==> src/rtl/fifo_bit_serializer.sv <==
// fifo_bit_serializer
// Pops DATA_WIDTH-bit words from a registered-read sync FIFO and emits them
// one bit per valid/ready transfer. MSB_FIRST selects the bit order.
// Optional build macro: FIFO_SER_PREFETCH_EN adds a one-word prefetch buffer
// so consecutive words stream with no bubble cycles.
//
// state | meaning
// IDLE  | no word in flight, waiting for FIFO not empty
// REQ   | read strobe high for one cycle
// LOAD  | FIFO read data valid, captured into the shift register
// SHIFT | presenting bits to the sink
module fifo_bit_serializer #(
  parameter int DATA_WIDTH = 16,
  parameter bit MSB_FIRST  = 1'b1
) (
  input  logic                  clk,
  input  logic                  rst,
  input  logic                  fifo_empty_i,
  output logic                  fifo_rd_en_o,
  input  logic [DATA_WIDTH-1:0] fifo_rd_data_i,
  output logic                  bit_o,
  output logic                  bit_valid_o,
  input  logic                  bit_ready_i,
  output logic                  bit_last_o,
  output logic                  busy_o
);

  localparam int IW = (DATA_WIDTH > 1) ? $clog2(DATA_WIDTH) : 1;
  localparam logic [IW-1:0] LAST_IDX = IW'(DATA_WIDTH - 1);

  typedef enum logic [1:0] {IDLE, REQ, LOAD, SHIFT} state_t;

  state_t                r_state;
  logic [DATA_WIDTH-1:0] r_shreg;
  logic [IW-1:0]         r_idx;
  logic                  r_rd_en;
  logic                  r_valid;

`ifdef FIFO_SER_PREFETCH_EN
  logic [DATA_WIDTH-1:0] r_pf_data;
  logic                  r_pf_valid;
  // Read strobe issued for the prefetch buffer whose data has not landed yet.
  logic                  r_pf_pend;
`endif

  logic                  w_xfer;
  logic                  w_xfer_last;
  logic [DATA_WIDTH-1:0] w_shifted;

  assign w_xfer      = r_valid && bit_ready_i;
  assign w_xfer_last = w_xfer && (r_idx == LAST_IDX);
  assign w_shifted   = MSB_FIRST ? (r_shreg << 1) : (r_shreg >> 1);

  assign fifo_rd_en_o = r_rd_en;
  assign bit_valid_o  = r_valid;
  assign bit_o        = MSB_FIRST ? r_shreg[DATA_WIDTH-1] : r_shreg[0];
  assign bit_last_o   = r_valid && (r_idx == LAST_IDX);
  assign busy_o       = (r_state != IDLE);

  // Sequencer: FIFO read handshake, word load and bit shifting.
  always_ff @(posedge clk or posedge rst) begin
    if (rst) begin
      r_state <= IDLE;
      r_shreg <= '0;
      r_idx   <= '0;
      r_rd_en <= 1'b0;
      r_valid <= 1'b0;
`ifdef FIFO_SER_PREFETCH_EN
      r_pf_data  <= '0;
      r_pf_valid <= 1'b0;
      r_pf_pend  <= 1'b0;
`endif
    end else begin
      // Read strobe is a single-cycle pulse unless re-armed below.
      r_rd_en <= 1'b0;
      case (r_state)
        IDLE: begin
          if (!fifo_empty_i) begin
            r_state <= REQ;
            r_rd_en <= 1'b1;
          end
        end
        REQ: begin
          r_state <= LOAD;
        end
        LOAD: begin
          r_shreg <= fifo_rd_data_i;
          r_idx   <= '0;
          r_valid <= 1'b1;
          r_state <= SHIFT;
`ifdef FIFO_SER_PREFETCH_EN
          // A prefetch read that was still in flight at the word boundary
          // lands here and is consumed directly.
          r_pf_pend <= 1'b0;
`endif
        end
        SHIFT: begin
          if (w_xfer_last) begin
`ifdef FIFO_SER_PREFETCH_EN
            if (r_pf_valid) begin
              r_shreg    <= r_pf_data;
              r_idx      <= '0;
              r_pf_valid <= 1'b0;
            end else if (r_pf_pend && !r_rd_en) begin
              // Prefetch data is on the bus this very cycle.
              r_shreg   <= fifo_rd_data_i;
              r_idx     <= '0;
              r_pf_pend <= 1'b0;
            end else if (r_pf_pend) begin
              // Strobe is high now; data arrives next cycle.
              r_valid <= 1'b0;
              r_state <= LOAD;
            end else
`endif
            if (!fifo_empty_i) begin
              r_valid <= 1'b0;
              r_state <= REQ;
              r_rd_en <= 1'b1;
            end else begin
              r_valid <= 1'b0;
              r_state <= IDLE;
            end
          end else begin
            if (w_xfer) begin
              r_shreg <= w_shifted;
              r_idx   <= r_idx + 1'b1;
            end
`ifdef FIFO_SER_PREFETCH_EN
            if (r_pf_pend && !r_rd_en) begin
              r_pf_data  <= fifo_rd_data_i;
              r_pf_valid <= 1'b1;
              r_pf_pend  <= 1'b0;
            end else if (!r_pf_valid && !r_pf_pend && !fifo_empty_i) begin
              r_rd_en   <= 1'b1;
              r_pf_pend <= 1'b1;
            end
`endif
          end
        end
        default: begin
          r_state <= IDLE;
        end
      endcase
    end
  end

endmodule

==> config.mk <==
export PLATFORM = sky130hd
export DESIGN_NAME = fifo_bit_serializer
export DESIGN_NICKNAME = d
export VERILOG_FILES = /design/src/rtl/fifo_bit_serializer.sv
export SDC_FILE = /design/constraint.sdc
export NUM_CORES = 1
export LEC_CHECK = 0
export ABC_AREA = 1
export CORE_MARGIN = 2
export CORE_UTILIZATION = 45
export CTS_CLUSTER_DIAMETER = 100
export DETAILED_ROUTE_END_ITERATION = 6
export HOLD_SLACK_MARGIN = 0.03
export PLACE_DENSITY = 0.68
export RECOVER_POWER = 100
export SLEW_MARGIN = 25
export SYNTH_ARGS = -nofsm -noshare
export SYNTH_HDL_FRONTEND = slang
export SYNTH_SLANG_ARGS = --single-unit
export TNS_END_PERCENT = 20
==> constraint.sdc <==
create_clock -name clk -period 1.8 [get_ports clk]
set_clock_uncertainty 0.05 [all_clocks]
set_input_delay 0.27 -clock clk [delete_from_list [all_inputs] [get_ports clk]]
set_output_delay 0.27 -clock clk [all_outputs]
set_load 0.1 [all_outputs]
# Yosys cells after proc, flatten, opt, wreduce, memory -nomap -nowiden

Index checks and enable logic that the tools add are counted.

Output and inout port bits: 5
Bits in latches: 0
Bits in read-only memories: 0
Bits in registers: 24
Bits in writable memories: 0
Memories kept: 0
Word-level logic and storage cells: 38
Input port bits: 20

Order comparisons: 0
Bitwise gates (word level): 0
Div/mod/pow operators: 0
$add $sub $neg: 1
Multiply operators: 0
Shifts and indexed selects: 0
Muxes and demuxes: 15
Reduce and logical (&&, ||, !) cells: 9
Eq/ne operators: 8

Operators with widths:

| cell                  | count |
|---|---|
| $mux W16              | 2 |
| $pmux W16 S2          | 1 |
| $mux W4               | 2 |
| $ne A2 B2 Y1 const B  | 4 |
| $pmux W2 S4           | 1 |
| $pmux W4 S2           | 1 |
| $add A4 B1 Y4 const B | 1 |
| $eq A2 B2 Y1 const B  | 2 |
| $eq A4 B4 Y1 const B  | 1 |
| $mux W1               | 4 |
| $mux W2               | 2 |
| $pmux W1 S2           | 2 |
| $reduce_and A2 Y1     | 2 |
| $reduce_bool A2 Y1    | 2 |
| $logic_and A1 B1 Y1   | 3 |
| $reduce_and A3 Y1     | 1 |
| $eq A2 B1 Y1 const B  | 1 |
| $logic_not A2 Y1      | 1 |

# Logic depth before layout (Yosys ltp)

Gate-level depths: netlist of run 1.

Word-level depth: 4
Gate-level depth with buffers: 8

# Least setup slack after synthesis of run 1

OpenSTA, ideal clock, no wires.

Path type: register to output
Start point: reg r_valid (netlist: bit_valid_o)
End point: out bit_last_o
Arrival: 2.337 ns
Cell stages (with the launch flop): 3
Buffers on the path: 0
Data required time: 1.480 ns
Slack: -0.857 ns
Cell sequence: dfrtp_1 -> inv_1 -> nor2_1

Word-level cells in the longest chain between the ends: 1

Ends and longest elaborated chain:

| element                | RTL line | source |
|---|---|---|
| from (decl)            | 37       | `logic r_valid;` |
| from (signal assigned) | 67       | `r_valid <= 1'b0;` |
| from (signal assigned) | 89       | `r_valid <= 1'b1;` |
| from (signal assigned) | 116      | `r_valid <= 1'b0;` |
| $logic_and A1 B1 Y1    | 57       | `assign bit_last_o = r_valid && (r_idx == LAST_IDX);` |
| to (decl)              | 24       | `output logic bit_last_o,` |

No other way between the ends.

# Worst setup path after layout of run 1

Start point: reg r_idx[1]
End point: out bit_last_o

Word-level cells in the longest chain between the ends: 2

Ends and longest elaborated chain:

| element                | RTL line | source |
|---|---|---|
| from (decl)            | 35       | `logic [IW-1:0] r_idx;` |
| from (signal assigned) | 126      | `r_idx <= r_idx + 1'b1;` |
| $eq A4 B4 Y1           | 57       |  |
| $logic_and A1 B1 Y1    | 57       |  |

No other way between the ends.

==> out/results.ini, run 1 <==
[placed_design]
numPortBuffers = 24
place_congestion = 0.764
dp.final_hpwl_um = 2080

[synthesis]
yosys_register_bits = 24
syn-num-nets = 200
synth-warning-count = 0
synth.most_common_cell = nand2_1
yosysTopAreaCell = dfrtp_1
synthCells = 175
synth_ff_type = dfrtp_1
ys_top_cells_by_count = nand2_1, dfrtp_1, inv_1
synth_area_leaders = dfrtp_1, nand2_1, nand3_1, o21ai_2, inv_1
synth.distinct_cells = 20
synth_edf_count = 0
yosysTopAreaCellShare_pct = 44.3
avgSynthCellArea_um2 = 7.75
yosysSeqAreaShare_pct = 44.3
async_flop_share_pct = 100
syn_area_mm2 = 0.00136

[clock_network]
cts_tree = done
clk-insertion-delay-late_ns = 0.32
cts_made_buffers = 3
clockBufferDepth = 2
root_buffer = clkbuf_4
htreeDepth = 1
clk_pin_slew_worst_paths_ns = 0.13
hold_buffers = 0
clkSinkCount = 24

[detailed_routing]
ant_nets = 0
wl_per_cell_um = 12.0
vias_per_cell = 5.00
routed_wl_um = 2820
route.vias.total = 1176
drt_iter0_drc = 34
first_pass_iters = 6
drc = 2

[critical_path]
worstSetupPathType = reg -> out
cp.arrival_ns = 1.37
cp_max_fo = 4
worst_r2r_endpoint = r_idx[3]
cpMaxStageDelayCell = dfrtp_1
max_stage_delay_ns = 0.40
rr_startpoint = r_state[0]
setup.worst_path.start_class = flop
reg2regPathDepth = 6
end_kind = primary output
worstPathCellList = ha_2 -> nand3_4 -> nor2_4 -> buf_12
ff2ff_setup_slack_ns = 0.26
required_ns = 1.48

[sta]
timing.final.crit_share_pct = 93.9
fin_crit_ns = 1.69
fmax_ghz = 0.591
maxSlewHeadroom_pct = 60.3
setup_violations = 0
drv_slew = 0
tightest_slew_ns = 0.595
hold_viol_final = 0
rsz0062_at_grt = false
hold_ws_ns = 0.473
tns_ns = 0

[final_layout]
area_delta_synth_final_pct = 22.0
n_antenna_cell = 0
nNetsFinal = 230
n_fill_cell = 276
layout-drive-gt1-share_pct = 11.8

[die]
dieArea_mm2 = 0.00347
die_w_um = 58.9
core-area_mm2 = 0.00281
std_cell_rows = 19
initial_utilization_pct = 48.3
die_y_um = 58.9
pin_count = 25

[global_routing]
grt_max_degree = 26
grt_pass1_wl_um = 4710
antenna_found_initial = 0
grt_pass1_vias = 1144
overflow = 0
track_usage_pct = 17.7

[run_status]
violations = design-rule violations
status = finished, violations left

[power]
p_per_area_mw_per_mm2 = 1510
peakVddDrop_uv = 608
p_leak_uw = 0.000856

[min_path]
holdPathEnd = r_shreg[0]
hp-class = in -> reg
hp-start = fifo_rd_data_i[0]
worstHoldPathCells = 3

[flow_run]
drv_cap = 0

==> through the flow <==
step / util, % / power [µW] / setup slack [ns] / instances / cell area, µm²
after floorplan: - / 2060 / 0.134 / 175 / 1370
after global placement: 60.1 / 2370 / 0.237 / 228 / 1690
after detailed placement: 60.1 / 2450 / 0.208 / 228 / 1690
after CTS: 61.3 / 2720 / 0.0110 / 233 / 1720
after global routing: 59.0 / 2720 / 0.0142 / 235 / 1660
final: 59.0 / 2500 / 0.109 / 235 / 1660
==> worst max-delay path by stage <==
stage / startpoint / end / slack [ns] / cells past startpoint
after CTS: r_idx[1] / bit_last_o / 0.01 / 4
after floorplan: bit_valid_o / bit_last_o / 0.13 / 2
after global placement: bit_ready_i / r_shreg[14] / 0.24 / 7
final: r_idx[1] / bit_last_o / 0.11 / 4
after detailed placement: bit_ready_i / r_shreg[9] / 0.21 / 7
after global routing: r_idx[1] / bit_last_o / 0.01 / 4
==> critical path, delay by kind of cell (launching register included) <==
family,cells,cell delay [ns]
buffers and inverters,1,0.18
adders and majority gates,1,0.23
and+or+nand+nor,2,0.24
DFF,1,0.40
==> state kept, by name, indices dropped and copies added, names as in the netlist <==
register / count
fifo_rd_en_o: 1
r_state: 2
r_idx: 4
r_shreg: 16
bit_valid_o: 1
==> metal layers <==
layer | global-route usage [%] | part of all wire, % | vias to the layer above
met2 | 32.4 | 53 | 17
met3 | 2.64 | 2.7 | 3
met4 | 5.84 | 0.96 | 0
met5 | 0 | 0 | -
li1 | - | - | 607
met1 | 21.1 | 43 | 549
==> kinds of logic after synthesis <==
kind of cell	share of synthesized area (%)
AO/OA/AOI/OAI	10.8
buffers and inverters	9.23
adder cells (fa/ha/maj)	4.61
flip-flops	44.3
AND/OR/NAND/NOR	31.1
==> layout make-up <==
type                    instances  area (µm²)  share of cell area (%)
multi-input cells             124         618                    37.3
flip-flops and latches         24         602                    36.4
repair buffers                 33         299                    18.1
inverters                      19        71.3                    4.31
well taps                      31        38.8                    2.34
clock buffers                   4        26.3                    1.59
==> cell usage in the layout (no fill, tap or decap), types with 2 or more instances in the layout <==
master	count
nand3_4	2
buf_4	7
clkbuf_2	5
inv_1	19
ha_1	4
nand3_1	16
o21ai_0	19
nor2_1	4
clkbuf_4	3
dfrtp_1	23
nand4_1	2
clkdlybuf4s50_1	18
nand2_1	69
==> report_power, final <==
part | internal (µW) | switching [µW]
sequential | 764 | 105
combinational | 453 | 927
clock | 86.8 | 165
total | 1300 | 1200
==> repair_timing <==
item	4_1_cts	5_1_grt
buffers inserted	1	2
setup endpoints to repair	1	1
resized for setup	0	2
cloned	0	0
(Power assumes the default switching activity.)
==> run 2: changes to the inputs <==
--- a/config.mk
+++ b/config.mk
@@ -9,6 +9,7 @@
 export CORE_MARGIN = 2
 export CORE_UTILIZATION = 45
 export CTS_CLUSTER_DIAMETER = 100
+export CTS_CLUSTER_SIZE = 25
 export DETAILED_ROUTE_END_ITERATION = 6
 export HOLD_SLACK_MARGIN = 0.03
 export PLACE_DENSITY = 0.68
==> constraint.sdc (replaced) <==
create_clock -name clk -period 1.7 [get_ports clk]
set_clock_uncertainty 0.05 [all_clocks]
set_input_delay 0.255 -clock clk [delete_from_list [all_inputs] [get_ports clk]]
set_output_delay 0.255 -clock clk [all_outputs]
set_load 0.1 [all_outputs]
==> out/results.ini, run 2 (same netlist as run 1, synthesis figures left out) <==
[die]
die_y_um = 58.9
dieArea_mm2 = 0.00347
die_w_um = 58.9
core-area_mm2 = 0.00281
initial_utilization_pct = 48.3
pin_count = 25
std_cell_rows = 19

[global_routing]
overflow = 0
antenna_found_initial = 0
grt_max_degree = 26
track_usage_pct = 17.9
grt_pass1_vias = 1122
grt_pass1_wl_um = 4780

[sta]
fmax_ghz = 0.607
setup_violations = 0
drv_slew = 0
hold_viol_final = 0
tightest_slew_ns = 0.617
fin_crit_ns = 1.65
setup_slack_ns = 0.0535
maxSlewHeadroom_pct = 58.9
timing.final.crit_share_pct = 96.9
rsz0062_at_grt = true

[detailed_routing]
drt_iter0_drc = 36
vias_per_cell = 4.97
drc = 2
first_pass_iters = 6
ant_nets = 0
wl_per_cell_um = 11.7
route.vias.total = 1177
routed_wl_um = 2770

[placed_design]
place_congestion = 0.771
dp.final_hpwl_um = 1950
numPortBuffers = 24
place_worst_setup_slack_ns = 0.126
placed_area_mm2 = 0.00169
dp_cells = 228

[clock_network]
cts_tree = done
clk-insertion-delay-late_ns = 0.31
cts_made_buffers = 3
clk_pin_slew_worst_paths_ns = 0.14
htreeDepth = 1
root_buffer = clkbuf_4
clockBufferDepth = 2
clkSinkCount = 24

[final_layout]
final_area_mm2 = 0.00175
final_common_cell = nand2_1
layout-drive-gt1-share_pct = 18.0
final_cell_mix = nand2_1, dfrtp_1, clkdlybuf4s50_1
fin_cells = 237
n_antenna_cell = 0
nNetsFinal = 232
area_delta_synth_final_pct = 28.9
largest_register = r_shreg
largest_register_ffs = 16
largestRegisters = r_shreg (16), r_idx (4), r_state (2)

[critical_path]
cpMaxStageDelayCell = dfrtp_1
cp-endpoint = bit_last_o
startpoint = r_idx[0]
worstPathCellList = ha_4 -> nand3_4 -> nor2_4 -> buf_12
worstSetupPathType = reg -> out
reg2regPathDepth = 7
ff2ff_setup_slack_ns = 0.10
cp_num_cells = 4
end_kind = primary output
rr_startpoint = r_state[0]
cp.arrival_ns = 1.34
cp_top_family = flip-flops
setup.worst_path.start_class = flop
worst_r2r_endpoint = r_shreg[12]
max_stage_delay_ns = 0.43
cp_max_fo = 4
crit_buf_inv = 1
required_ns = 1.39

[flow_run]
drv_cap = 0

[power]
clkPwrFrac_pct = 14.0
total_power_uw = 3000
power.switching_uw = 1350
swShare_pct = 45.1
p_leak_uw = 0.000895
p_seq_share_pct = 31.0
p_per_area_mw_per_mm2 = 1710
peakVddDrop_uv = 1200
p_int_uw = 1640
p_comb_share_pct = 55.0

[run_status]
violations = design-rule violations
status = finished, violations left

[min_path]
hp-class = in -> reg

[run 2: cell count changes in the layout (fill, tap and decap cells not counted), moves of 2 or more]
cell	previous run	this run
o21ai_0	19	11
o21ai_2	1	9
buf_4	7	10
inv_1	19	17
inv_2	0	2
[run 2: what timing repair did]
item,in CTS,in global routing
buffers inserted,2,3
cloned,0,0
gates resized for setup,2,3
endpoints found under the setup margin,1,2
hold buffers,0,0
pin swaps,1,0
[run 2: worst min path at each step]
stage | end | startpoint | cells past startpoint | slack [ns]
2_1_floorplan | fifo_rd_en_o | rst | 1 | 0.22
3_3_place_gp | r_shreg[0] | r_shreg[0] | 2 | 0.44
3_5_place_dp | r_shreg[5] | r_shreg[5] | 2 | 0.44
4_1_cts | r_idx[1] | rst | 3 | 0.23
5_1_grt | r_shreg[0] | fifo_rd_data_i[0] | 3 | 0.49
6_report | r_shreg[0] | fifo_rd_data_i[0] | 3 | 0.46
[run 2: routing by layer]
metal,GRT usage [%],wire (µm),vias to the layer above
li1,-,-,616
met1,22.5,1290,544
met2,31.9,1380,15
met3,2.64,88,2
met4,4.87,17,0
met5,0,0,-
[run 2: power groups by stage]
stage	combinational [µW]	clock (µW)	sequential (µW)
after detailed placement	1620	0	952
final	1650	420	927
after global placement	1570	0	940
after CTS	1670	436	927
after floorplan	1130	0	1050
after global routing	1840	459	960
[run 2: worst register-to-register path, cell delays in order, from the launching register on]
cell	delay (ns)
dfrtp_1	0.44
buf_4	0.15
ha_1	0.20
inv_1	0.12
nand2_1	0.12
nand2_4	0.27
nand2_1	0.12
o21ai_2	0.07
[run 2: cell type report]
type | count | area, µm²
fill | 256 | 1060
tap | 31 | 38.8
sequential | 24 | 602
multi-input combinational | 124 | 658
clock buffer | 3 | 22.5
timing repair buffer | 35 | 325
inverter | 19 | 71.3
clock inverter | 1 | 30.0
[run 2: metrics by stage]
step	util [%]	TNS [ns]	hold WS [ns]
6_report	62.3	0	0.462
5_1_grt	62.3	-0.317	0.493
4_1_cts	62.8	0	0.235
3_5_place_dp	60.1	0	0.445
3_3_place_gp	60.1	0	0.438
2_1_floorplan	-	0	0.220
==> run 3: changes to the inputs <==
--- a/config.mk
+++ b/config.mk
@@ -14,6 +14,7 @@
 export HOLD_SLACK_MARGIN = 0.03
 export PLACE_DENSITY = 0.68
 export RECOVER_POWER = 100
+export SKIP_LAST_GASP = 1
 export SLEW_MARGIN = 25
 export SYNTH_ARGS = -nofsm -noshare
 export SYNTH_HDL_FRONTEND = slang
==> out/results.ini, run 3 (same netlist as run 1, synthesis figures left out) <==
[power]
p_per_area_mw_per_mm2 = 1710
total_power_uw = 2990
p_leak_uw = 0.000896
peakVddDrop_uv = 1200

[critical_path]
cp_top_family = flip-flops
worstSetupPathType = reg -> out
cp.arrival_ns = 1.34
cpMaxStageDelayCell = dfrtp_1
cp_max_fo = 4
worstPathCellList = ha_4 -> nand3_4 -> nor2_4 -> buf_12
max_stage_delay_ns = 0.43
required_ns = 1.39
crit_buf_inv = 1
end_kind = primary output
setup.worst_path.start_class = flop

[final_layout]
largest_register = r_shreg
area_delta_synth_final_pct = 28.9
largestRegisters = r_shreg (16), r_idx (4), r_state (2)
final_cell_mix = nand2_1, dfrtp_1, inv_1, clkdlybuf4s50_1, nand3_1
final_common_cell = nand2_1
nNetsFinal = 232
largest_register_ffs = 16
layout-drive-gt1-share_pct = 17.5
n_fill_cell = 256
n_antenna_cell = 0

[run_status]
violations = design-rule violations
status = finished, violations left

[clock_network]
root_buffer = clkbuf_4
clockBufferDepth = 2
clkSinkCount = 24
clk_pin_slew_worst_paths_ns = 0.14
cts_tree = done
clk-insertion-delay-late_ns = 0.31
htreeDepth = 1
cts_made_buffers = 3

[die]
initial_utilization_pct = 48.3
die_y_um = 58.9
pin_count = 25
std_cell_rows = 19
core-area_mm2 = 0.00281
die_w_um = 58.9
dieArea_mm2 = 0.00347

[global_routing]
grt_pass1_vias = 1122
antenna_found_initial = 0
track_usage_pct = 17.9
grt_pass1_wl_um = 4780
grt_max_degree = 26
overflow = 0

[sta]
drv_slew = 0
timing.final.crit_share_pct = 96.9
rsz0062_at_grt = true
fmax_ghz = 0.607
fin_crit_ns = 1.65
maxSlewHeadroom_pct = 58.9
hold_viol_final = 0
setup_violations = 0
tightest_slew_ns = 0.617
setup_slack_ns = 0.0535
hold_ws_ns = 0.462

[placed_design]
place_congestion = 0.771
place_worst_setup_slack_ns = 0.126
numPortBuffers = 24
dp.final_hpwl_um = 1950

[detailed_routing]
ant_nets = 0
drc = 2
routed_wl_um = 2780
drt_iter0_drc = 27
wl_per_cell_um = 11.7
vias_per_cell = 4.98
first_pass_iters = 6
route.vias.total = 1181

[flow_run]
drv_cap = 0

[min_path]
hp-class = in -> reg

run 3: cell count changes in the layout (fill, tap and decap cells not counted):
| cell | change |
|---|---|
| inv_2 | -1 |
| inv_1 | +1 |
run 3: stage by stage:
stage                     instance area (µm²)  instances  utilization (%)  TNS [ns]
after floorplan                          1370        175                -         0
after global placement                   1690        228             60.1         0
after detailed placement                 1690        228             60.1         0
after CTS                                1760        234             62.8         0
after global routing                     1750        237             62.3    -0.320
final                                    1750        237             62.3         0
run 3: cell type report:
type | count | area (µm²) | area share, %
inverter | 19 | 71.3 | 4.08
clock buffer | 3 | 22.5 | 1.29
multi-input combinational | 124 | 658 | 37.7
timing repair buffer | 35 | 325 | 18.6
tap | 31 | 38.8 | 2.22
sequential | 24 | 602 | 34.4
clock inverter | 1 | 30.0 | 1.72
run 3: path summary, 6_finish.rpt:
path                                   start           to  slack, ns  cells after the start
min in group asynchronous                rst     r_idx[0]       0.48                      3
max                                 r_idx[0]   bit_last_o       0.05                      4
min                        fifo_rd_data_i[0]   r_shreg[0]       0.46                      3
max reg2reg                       r_state[0]  r_shreg[12]       0.09                      7
min reg2reg                       r_shreg[5]   r_shreg[5]       0.48                      2
max in group asynchronous                rst  bit_valid_o       0.69                      3
run 3: what timing repair did:
action	4_1_cts	5_1_grt
pin swaps	1	0
hold buffers	0	0
endpoints found under the setup margin	1	2
buffers inserted	2	3
gates resized for setup	2	2
run 3: tightest hold or removal path: cells and delay by family:
kind	cells	cell delay (ns)
buf+inv	1	0.41
simple gates	2	0.15
run 3: where the power goes:
group	internal, µW	switching [µW]
Clock	238	182
Sequential	808	117
Combinational	596	1050
Total	1640	1350
run 3: per-layer routing:
metal,global-route usage (%),routed length [µm]
met4,4.87,17
met2,31.9,1380
met1,22.5,1290
met5,0,0
met3,2.64,89
